[config.mk]
export PLATFORM = sky130hd
export DESIGN_NAME = face_point
export DESIGN_NICKNAME = d
export VERILOG_FILES = /design/src/rtl/face_point.sv
export SDC_FILE = /design/constraint.sdc
export NUM_CORES = 1
export LEC_CHECK = 0
export CAP_MARGIN = 20
export CORE_UTILIZATION = 50
export CTS_CLUSTER_DIAMETER = 120
export DETAILED_ROUTE_END_ITERATION = 8
export PLACE_DENSITY_LB_ADDON = 0.2
export SLEW_MARGIN = 20
export SYNTH_ARGS = -nofsm -noshare
export SYNTH_HDL_FRONTEND = slang
export SYNTH_SLANG_ARGS = --single-unit
[constraint.sdc]
create_clock -name clk -period 6 [get_ports clk]
set_clock_uncertainty 0.05 [all_clocks]
set_input_delay 0.6 -clock clk [delete_from_list [all_inputs] [get_ports clk]]
set_output_delay 0.6 -clock clk [all_outputs]
set_load 0.01 [all_outputs]
[src/rtl/face_point.sv]
// Catmull-Clark face-point engine: reads each quad's four vertices from RAM_V and
// writes their centroid (x, y, z) to RAM_F. Block state advances on negedge clk.
module face_point #(
   parameter int ADDR_WIDTH = 9,
   parameter int FACE_BASE  = 0,
   parameter int VERT_BASE  = 256,
   parameter int OUT_BASE   = 0
) (
   input  logic                  clk,
   input  logic                  rst_n,
   input  logic                  start,
   input  logic [7:0]            face_count,
   input  logic [31:0]           RAM_V_Do,
   output logic                  RAM_V_EN,
   output logic [ADDR_WIDTH-1:0] RAM_V_A,
   output logic [3:0]            RAM_V_WE,
   output logic                  RAM_F_EN,
   output logic [ADDR_WIDTH-1:0] RAM_F_A,
   output logic [3:0]            RAM_F_WE,
   output logic [31:0]           RAM_F_Di,
   output logic                  busy,
   output logic                  done
);

   typedef enum logic [2:0] {S_IDLE, S_FACE_RD, S_VERT_RD, S_WRITE, S_FIN} state_t;

   state_t                 r_state, w_state_nxt;
   logic [4:0]             r_cyc;
   logic [7:0]             r_f, r_count;
   logic [31:0]            r_face;
   logic [1:0]             r_rd_v, r_rd_c, r_acc_sel;
   logic signed [33:0]     r_acc_x, r_acc_y, r_acc_z;
   logic signed [31:0]     r_pt_x, r_pt_y, r_pt_z;
   logic [ADDR_WIDTH-1:0]  r_wr_a, r_v_a, r_f_a;
   logic [31:0]            r_f_di;
   logic [3:0]             r_f_we;
   logic                   r_en, r_busy, r_done;

   logic                   w_en_nxt, w_busy_nxt, w_done_nxt;
   logic [3:0]             w_f_we_nxt;
   logic                   w_last_face;
   logic [31:0]            w_sel_word;
   logic [7:0]             w_vidx;
   logic [ADDR_WIDTH-1:0]  w_vaddr, w_faddr, w_oaddr;
   logic signed [33:0]     w_do_ext;

   function automatic logic signed [31:0] centroid(input logic signed [33:0] acc);
      return 32'(acc >>> 2);
   endfunction

   assign w_last_face = ({1'b0, r_f} + 9'd1) == {1'b0, r_count};
   // At c1 the face word is still on the RAM bus; later reads use the captured copy.
   assign w_sel_word  = (r_cyc == 5'd1) ? RAM_V_Do : r_face;
   assign w_do_ext    = {{2{RAM_V_Do[31]}}, RAM_V_Do};
   assign w_faddr     = ADDR_WIDTH'(FACE_BASE) + ADDR_WIDTH'(r_f);
   assign w_oaddr     = ADDR_WIDTH'(OUT_BASE) + ADDR_WIDTH'(r_f) * ADDR_WIDTH'(3);
   assign w_vaddr     = ADDR_WIDTH'(VERT_BASE) + ADDR_WIDTH'(w_vidx) * ADDR_WIDTH'(3)
                        + ADDR_WIDTH'(r_rd_c);

   always_comb begin
      case (r_rd_v)
         2'd0:    w_vidx = w_sel_word[7:0];
         2'd1:    w_vidx = w_sel_word[15:8];
         2'd2:    w_vidx = w_sel_word[23:16];
         default: w_vidx = w_sel_word[31:24];
      endcase
   end

   always_ff @(negedge clk or negedge rst_n) begin
      if (!rst_n) r_state <= S_IDLE;
      else        r_state <= w_state_nxt;
   end

   always_comb begin
      w_state_nxt = r_state;
      case (r_state)
         S_IDLE:    if (start) w_state_nxt = (face_count == 8'd0) ? S_FIN : S_FACE_RD;
         S_FACE_RD: if (r_cyc == 5'd1) w_state_nxt = S_VERT_RD;
         S_VERT_RD: if (r_cyc == 5'd14) w_state_nxt = S_WRITE;
         S_WRITE:   if (r_cyc == 5'd17) w_state_nxt = w_last_face ? S_FIN : S_FACE_RD;
         S_FIN:     w_state_nxt = S_IDLE;
         default:   w_state_nxt = S_IDLE;
      endcase
   end

   always_comb begin
      w_en_nxt   = r_en;
      w_busy_nxt = r_busy;
      w_done_nxt = 1'b0;
      w_f_we_nxt = 4'b0000;
      case (r_state)
         S_IDLE:  if (start) begin
                     w_en_nxt   = 1'b1;
                     w_busy_nxt = 1'b1;
                  end
         S_WRITE: w_f_we_nxt = 4'b1111;
         S_FIN:   begin
                     w_en_nxt   = 1'b0;
                     w_busy_nxt = 1'b0;
                     w_done_nxt = 1'b1;
                  end
         default: ;
      endcase
   end

   always_ff @(negedge clk or negedge rst_n) begin
      if (!rst_n) begin
         r_en <= 1'b0;  r_busy <= 1'b0;  r_done <= 1'b0;  r_f_we <= 4'b0000;
         r_v_a <= '0;   r_f_a <= '0;     r_f_di <= '0;    r_wr_a <= '0;
         r_cyc <= '0;   r_f <= '0;       r_count <= '0;   r_face <= '0;
         r_rd_v <= '0;  r_rd_c <= '0;    r_acc_sel <= '0;
         r_acc_x <= '0; r_acc_y <= '0;   r_acc_z <= '0;
         r_pt_x <= '0;  r_pt_y <= '0;    r_pt_z <= '0;
      end else begin
         r_en   <= w_en_nxt;
         r_busy <= w_busy_nxt;
         r_done <= w_done_nxt;
         r_f_we <= w_f_we_nxt;
         if (r_state == S_IDLE) begin
            if (start) begin
               r_count <= face_count;
               r_f     <= '0;
               r_cyc   <= '0;
            end
         end else if (r_state != S_FIN) begin
            r_cyc <= (r_cyc == 5'd17) ? 5'd0 : r_cyc + 5'd1;
            if (r_cyc == 5'd0) begin
               r_v_a   <= w_faddr;
               r_acc_x <= '0;
               r_acc_y <= '0;
               r_acc_z <= '0;
               r_rd_v  <= '0;
               r_rd_c  <= '0;
            end
            if (r_cyc == 5'd1) r_face <= RAM_V_Do;
            if (r_cyc >= 5'd1 && r_cyc <= 5'd12) begin
               r_v_a     <= w_vaddr;
               r_acc_sel <= r_rd_c;
               if (r_rd_c == 2'd2) begin
                  r_rd_c <= 2'd0;
                  r_rd_v <= r_rd_v + 2'd1;
               end else begin
                  r_rd_c <= r_rd_c + 2'd1;
               end
            end
            // Read data lags its address by one edge, so r_acc_sel names the returning component.
            if (r_cyc >= 5'd2 && r_cyc <= 5'd13) begin
               case (r_acc_sel)
                  2'd0:    r_acc_x <= r_acc_x + w_do_ext;
                  2'd1:    r_acc_y <= r_acc_y + w_do_ext;
                  default: r_acc_z <= r_acc_z + w_do_ext;
               endcase
            end
            if (r_cyc == 5'd14) begin
               r_pt_x <= centroid(r_acc_x);
               r_pt_y <= centroid(r_acc_y);
               r_pt_z <= centroid(r_acc_z);
               r_wr_a <= w_oaddr;
            end
            if (r_cyc >= 5'd15) begin
               r_f_a  <= r_wr_a;
               r_wr_a <= r_wr_a + ADDR_WIDTH'(1);
               case (r_cyc)
                  5'd15:   r_f_di <= r_pt_x;
                  5'd16:   r_f_di <= r_pt_y;
                  default: r_f_di <= r_pt_z;
               endcase
            end
            if (r_cyc == 5'd17) r_f <= r_f + 8'd1;
         end
      end
   end

   assign RAM_V_EN = r_en;
   assign RAM_V_A  = r_v_a;
   assign RAM_V_WE = 4'b0000;
   assign RAM_F_EN = r_en;
   assign RAM_F_A  = r_f_a;
   assign RAM_F_WE = r_f_we;
   assign RAM_F_Di = r_f_di;
   assign busy     = r_busy;
   assign done     = r_done;

endmodule

# After elaboration in Yosys (flattened, before gate mapping)
# Cells that the tools add are included.
# totals
register_bits	325
in_bits	43
out_inout_bits	62
word_cells	124
# classes
addsub	11
n_mul	2
magnitude_cmp	5
eq_ne	19
muxes	41
n_bitwise	1
n_reduce_logical	24
# op_table
op	count
2-to-1 mux 34 bit	9
adder 34 x 32 -> 34 bit	3
one-hot mux 32 bit (2 select lines)	1
2-to-1 mux 9 bit	4
2-to-1 mux 32 bit	1
2-to-1 mux 8 bit	4
one-hot mux 8 bit (3 select lines)	1
2-to-1 mux 5 bit	4
multiplier 8 x 2 -> 9 bit (second input constant)	2
2-to-1 mux 3 bit	6
AND reduction 3 bit	6
2-to-1 mux 2 bit	6
one-hot mux 3 bit (4 select lines)	1
equality test 5 x 4 -> 1 bit (second input constant)	2
equality test 5 bit (second input constant)	2
<= comparator 5 x 4 -> 1 bit (second input constant)	2
nonzero test 2 bit	5
adder 8 x 1 -> 9 bit (second input constant)	1
adder 9 x 1 -> 9 bit (second input constant)	1
adder 9 x 2 -> 9 bit	1
adder 9 bit (first input constant)	1
equality test 9 x 8 -> 1 bit	1
adder 8 x 1 -> 8 bit (second input constant)	1
zero test 8 bit	1
other kinds (24)	37

# Longest topological paths before layout
# logic_depth
ltp_word	7
ltp_mapped	23
depth_no_buf	21

==> flow_summary.html <==
<table>
<tr><th>Metric</th><th>Value</th></tr>
<tr><th colspan="2">Run</th></tr>
<tr><td>Max Cap Viol</td><td>0</td></tr>
<tr><th colspan="2">Pwr</th></tr>
<tr><td>Sequential cell fraction of total power</td><td>27.1%</td></tr>
<tr><td>Switching power of the nets</td><td>6020 uW</td></tr>
<tr><td>Leakage</td><td>0.0120 uW</td></tr>
<tr><td>Share of total power in combinational logic</td><td>56.9%</td></tr>
<tr><td>PwrDens</td><td>585 nW/um^2</td></tr>
<tr><td>Switch share</td><td>40.8%</td></tr>
<tr><td>Portion of total power attributed to the clock network</td><td>16.0%</td></tr>
<tr><td>Internal power contribution</td><td>8730 uW</td></tr>
<tr><td>Peak supply drop</td><td>0.300 mV</td></tr>
<tr><th colspan="2">Setup path</th></tr>
<tr><td>Worst Reg2Reg Path Length in Cells</td><td>17</td></tr>
<tr><td>Slack of the worst reg-to-reg path</td><td>1.27 ns</td></tr>
<tr><td>Worst reg2reg path startpoint</td><td>r_cyc[0]$_DFFE_NN0P_</td></tr>
<tr><td>Type of element capturing the critical path</td><td>flip-flop</td></tr>
<tr><td>Worst setup SP type</td><td>input pin</td></tr>
<tr><td>Worst Path Class, Setup</td><td>in -&gt; reg</td></tr>
<tr><td>Capture point of the critical path</td><td>r_acc_z[22]$_DFFE_NN0P_</td></tr>
<tr><td>Worst endpoint required time</td><td>3.54 ns</td></tr>
<tr><td>Launching instance or port of the critical path</td><td>RAM_V_Do[1]</td></tr>
<tr><td>Worst EP arrival</td><td>3.59 ns</td></tr>
<tr><td>Endpoint of the lowest-slack register-to-register path</td><td>RAM_V_A[6]$_DFFE_NN0P_</td></tr>
<tr><td>CP max FO</td><td>6</td></tr>
<tr><th colspan="2">STA</th></tr>
<tr><td>Final-layout worst hold slack</td><td>0.376 ns</td></tr>
<tr><td>Hold violation count in the final report</td><td>0</td></tr>
<tr><td>Min setup slack post-route</td><td>-0.0442 ns</td></tr>
<tr><td>Setup repair after global routing missed its margin</td><td>true</td></tr>
<tr><td>Worst Max-Slew Pin Slew</td><td>1.10 ns</td></tr>
<tr><td>Finish-stage setup viols</td><td>2</td></tr>
<tr><td>Max Slew Vio Count</td><td>0</td></tr>
<tr><td>Slew Limit Headroom</td><td>26.3%</td></tr>
<tr><th colspan="2">Detailed routing</th></tr>
<tr><td>Number of design-rule violations left by the first detailed-router iteration</td><td>1238</td></tr>
<tr><td>Post-detailed-route count of antenna-violating nets</td><td>0</td></tr>
<tr><td>Router iterations before antenna repair</td><td>8</td></tr>
<tr><td>Count of vias placed by the detailed router</td><td>17599</td></tr>
<tr><td>WL/cell</td><td>20.3 um</td></tr>
<tr><td>Detailed-route vias per instance</td><td>5.85</td></tr>
<tr><td>Total DRC errors in the routed layout</td><td>0</td></tr>
<tr><td>Routed wire length</td><td>61.1 mm</td></tr>
<tr><th colspan="2">Clock tree</th></tr>
<tr><td>Hold_buf cts</td><td>0</td></tr>
<tr><td>Number of buffers between clock root and the deepest sink</td><td>3</td></tr>
<tr><td>TritonCTS clock tree</td><td>yes</td></tr>
<tr><td>Clock root buffer</td><td>sky130_fd_sc_hd__clkbuf_16</td></tr>
<tr><td>CTS sink count</td><td>322</td></tr>
<tr><td>Worst-path clk slew</td><td>0.04 ns</td></tr>
<tr><td>Insertion delay of the later-clocked pin in the worst-skew pair</td><td>0.56 ns</td></tr>
<tr><td>H-tree depth reported by CTS</td><td>2</td></tr>
<tr><td>Cts bufs inserted</td><td>38</td></tr>
<tr><th colspan="2">Yosys</th></tr>
<tr><td>Share of flip-flops with an asynchronous set or reset</td><td>100%</td></tr>
<tr><td>Post-synth top flop</td><td>sky130_fd_sc_hd__dfrtn_1</td></tr>
<tr><td>Cell accounting for the most synthesized area</td><td>sky130_fd_sc_hd__dfrtn_1</td></tr>
<tr><td>Post-synthesis register bit count</td><td>322</td></tr>
<tr><td>Avg Cell Area, Syn</td><td>9.41 um^2</td></tr>
<tr><td>Unique cell type count in the Yosys netlist</td><td>79</td></tr>
<tr><td>Portion of the post-synthesis area used by sequential elements</td><td>41.2%</td></tr>
<tr><td>Post-synth design cell area</td><td>19500 um^2</td></tr>
<tr><td>Top cells by area, synth</td><td>sky130_fd_sc_hd__dfrtn_1, sky130_fd_sc_hd__ha_1, sky130_fd_sc_hd__mux2_2, sky130_fd_sc_hd__nand2_1, sky130_fd_sc_hd__o21ai_0</td></tr>
<tr><td>Post-synth top area share</td><td>41.2%</td></tr>
<tr><td>Number of warnings reported in the yosys synthesis log</td><td>0</td></tr>
<tr><td>Number of flops mapped to enable cells by yosys</td><td>0</td></tr>
<tr><td>Instance count of the mapped netlist</td><td>2077</td></tr>
<tr><th colspan="2">Place</th></tr>
<tr><td>Post-Place Worst Slack</td><td>-1.09 ns</td></tr>
<tr><td>Buffers added on ports</td><td>100</td></tr>
<tr><td>Routability cong.</td><td>0.910</td></tr>
<tr><td>Placed instance area</td><td>23400 um^2</td></tr>
<tr><td>Post-placement cell count</td><td>2921</td></tr>
<tr><td>HPWL after detailed placement</td><td>43.8 mm</td></tr>
<tr><th colspan="2">Floorplan</th></tr>
<tr><td>Width of the chip</td><td>200 um</td></tr>
<tr><td>Die height</td><td>200 um</td></tr>
<tr><td>Initial core utilization</td><td>50.6%</td></tr>
<tr><td>Placement row count</td><td>72</td></tr>
<tr><td>Core area</td><td>38600 um^2</td></tr>
<tr><td>Die outline area</td><td>39900 um^2</td></tr>
<tr><td># IOs</td><td>105</td></tr>
<tr><th colspan="2">Cells and area</th></tr>
<tr><td>Number of diodes</td><td>0</td></tr>
<tr><td>Fraction of layout instances using a drive strength above 1</td><td>26.8%</td></tr>
<tr><td>Area growth from synthesis to layout</td><td>29.1%</td></tr>
<tr><td>Utilization of the core after routing</td><td>65.3%</td></tr>
<tr><td>Layout net count</td><td>2640</td></tr>
<tr><td>Count of non-filler cells in the finished layout</td><td>3006</td></tr>
<tr><td>Fin area</td><td>25200 um^2</td></tr>
<tr><td>Fill cell count</td><td>3167</td></tr>
<tr><th colspan="2">Global routing</th></tr>
<tr><td>Via count of the first global-routing pass</td><td>17241</td></tr>
<tr><td>Wire length of the first global-routing pass</td><td>94.6 mm</td></tr>
<tr><td>Initial antenna violation count</td><td>0</td></tr>
<tr><td>Remaining global-route overflow</td><td>0</td></tr>
<tr><td>GRT Util Overall</td><td>30.8%</td></tr>
<tr><td>Pin count of the biggest net entering global routing</td><td>86</td></tr>
<tr><th colspan="2">Run status</th></tr>
<tr><td>Outcome</td><td>finished, violations left</td></tr>
<tr><td>Violations in the final reports</td><td>setup timing</td></tr>
<tr><th colspan="2">Min path</th></tr>
<tr><td>Cell depth of the worst min-delay path</td><td>2</td></tr>
<tr><td>Hold Path Class</td><td>reg -&gt; reg</td></tr>
</table>
-- worst max-delay path, cell delays in order --
cell                         delay, ns
sky130_fd_sc_hd__buf_6            0.09
sky130_fd_sc_hd__buf_8            0.12
sky130_fd_sc_hd__buf_4            0.13
sky130_fd_sc_hd__clkinvlp_4       0.10
sky130_fd_sc_hd__buf_6            0.10
sky130_fd_sc_hd__fa_2             0.22
sky130_fd_sc_hd__and2b_1          0.20
sky130_fd_sc_hd__o2111ai_2        0.19
sky130_fd_sc_hd__nor4b_4          0.31
sky130_fd_sc_hd__o21ai_2          0.13
sky130_fd_sc_hd__a221o_1          0.35
sky130_fd_sc_hd__a31o_1           0.24
sky130_fd_sc_hd__a211o_1          0.35
sky130_fd_sc_hd__a2111o_1         0.38
sky130_fd_sc_hd__nand3_2          0.06
-- layout make-up --
type	instances	area, um^2	share of cell area (%)
multi-input combinational	1588	11300	45.0
clock buffer	50	1070	4.22
inverter	61	233	0.922
timing repair buffer	450	3690	14.6
clock inverter	17	188	0.744
tap	518	648	2.57
sequential	322	8060	31.9
-- cells by family after synthesis --
family                     Yosys count  synth area share (%)
AOI/OAI and AO/OA                  570                  18.8
other                                1                0.0192
muxes                              147                  8.35
buffers and inverters              170                  3.44
adders and majority gates          136                  8.94
and+or+nand+nor                    636                  15.0
xor gates and xnor gates            95                  4.26
DFF                                322                  41.2
-- metal layers --
metal | part of all wire [%] | GRT usage [%] | vias up
li1 | - | - | 8324
met1 | 43 | 40.7 | 8707
met2 | 49 | 52.2 | 462
met3 | 4.6 | 3.58 | 106
met4 | 3.0 | 10.8 | 0
met5 | 0 | 0 | -
-- worst min path at each step --
| stage | slack, ns | start | end |
|---|---|---|---|
| finish | 0.38 | RAM_F_A[6]$_DFFE_NN0P_ | RAM_F_A[6]$_DFFE_NN0P_ |
| global route | 0.41 | r_pt_z[7]$_DFFE_NN0P_ | r_pt_z[7]$_DFFE_NN0P_ |
| CTS | 0.38 | RAM_F_A[6]$_DFFE_NN0P_ | RAM_F_A[6]$_DFFE_NN0P_ |
| detailed placement | 0.38 | RAM_F_A[6]$_DFFE_NN0P_ | RAM_F_A[6]$_DFFE_NN0P_ |
| global placement | 0.38 | RAM_V_A[1]$_DFFE_NN0P_ | RAM_V_A[1]$_DFFE_NN0P_ |
| floorplan | 0.35 | r_state[2]$_DFFE_NN0P_ | r_state[0]$_DFFE_NN0P_ |
-- flip-flops by register name, indices dropped and copies added (netlist names), 8 cells and up --
name / cells
r_pt_x: 32
RAM_V_A: 9
RAM_F_Di: 32
r_acc_z: 34
RAM_F_A: 9
r_wr_a: 9
r_f: 8
r_pt_y: 32
r_acc_y: 34
r_count: 8
r_pt_z: 32
r_face: 32
r_acc_x: 34
-- through the flow --
stage	power, uW	setup TNS (ns)
final	14800	-0.0718
after global routing	15800	-0.927
after floorplan	8530	-0.177
after detailed placement	11700	-58.43
after global placement	11500	-55.57
after CTS	14300	-0.00368
-- Yosys cell counts (all sizes together) (16+ instances only) --
cell	count
nand2b	17
mux2i	19
mux2	128
ha	130
a221oi	34
a21oi	150
nand3	140
buf	28
o31ai	23
xor2	48
nor3	26
a31oi	16
xnor2	47
nand2	257
dfrtn	322
nor2	104
a21boi	16
o21ai	157
inv	61
a21o	53
clkbuf	81
o21bai	16
-- power by group through the flow --
stage	logic [uW]	registers, uW	clock network (uW)
global route	9210	4100	2460
CTS	7960	3970	2390
finish	8390	4000	2360
detailed placement	7740	4000	0
floorplan	4760	3780	0
global placement	7540	3960	0
-- cell usage in the layout (no fill, tap or decap), types with 14 or more instances in the layout --
master | netlist | final
sky130_fd_sc_hd__a21o_1 | 53 | 53
sky130_fd_sc_hd__nor3_1 | 26 | 24
sky130_fd_sc_hd__o21ai_0 | 153 | 135
sky130_fd_sc_hd__o21ai_1 | 3 | 17
sky130_fd_sc_hd__xor2_1 | 48 | 48
sky130_fd_sc_hd__a221oi_1 | 34 | 34
sky130_fd_sc_hd__nand3_1 | 139 | 139
sky130_fd_sc_hd__clkdlybuf4s50_1 | 0 | 73
sky130_fd_sc_hd__mux2_2 | 128 | 128
sky130_fd_sc_hd__nand2_1 | 257 | 250
sky130_fd_sc_hd__nand2b_1 | 17 | 16
sky130_fd_sc_hd__inv_1 | 61 | 57
sky130_fd_sc_hd__ha_1 | 130 | 117
sky130_fd_sc_hd__mux2i_1 | 19 | 18
sky130_fd_sc_hd__xnor2_1 | 47 | 47
sky130_fd_sc_hd__a31oi_1 | 15 | 14
sky130_fd_sc_hd__a21oi_2 | 1 | 16
sky130_fd_sc_hd__buf_4 | 9 | 340
sky130_fd_sc_hd__nor2_1 | 104 | 99
sky130_fd_sc_hd__o31ai_1 | 23 | 20
sky130_fd_sc_hd__dfrtn_1 | 322 | 322
sky130_fd_sc_hd__clkbuf_16 | 0 | 38
sky130_fd_sc_hd__a21oi_1 | 149 | 133
sky130_fd_sc_hd__o21bai_1 | 16 | 15
-- timing repair --
item                                    CTS  global route
endpoints found under the setup margin   59            36
buffers inserted                          9            13
gates resized for setup                  94            89
pin swaps                                30            53
Power figures use the tool's default switching activity.
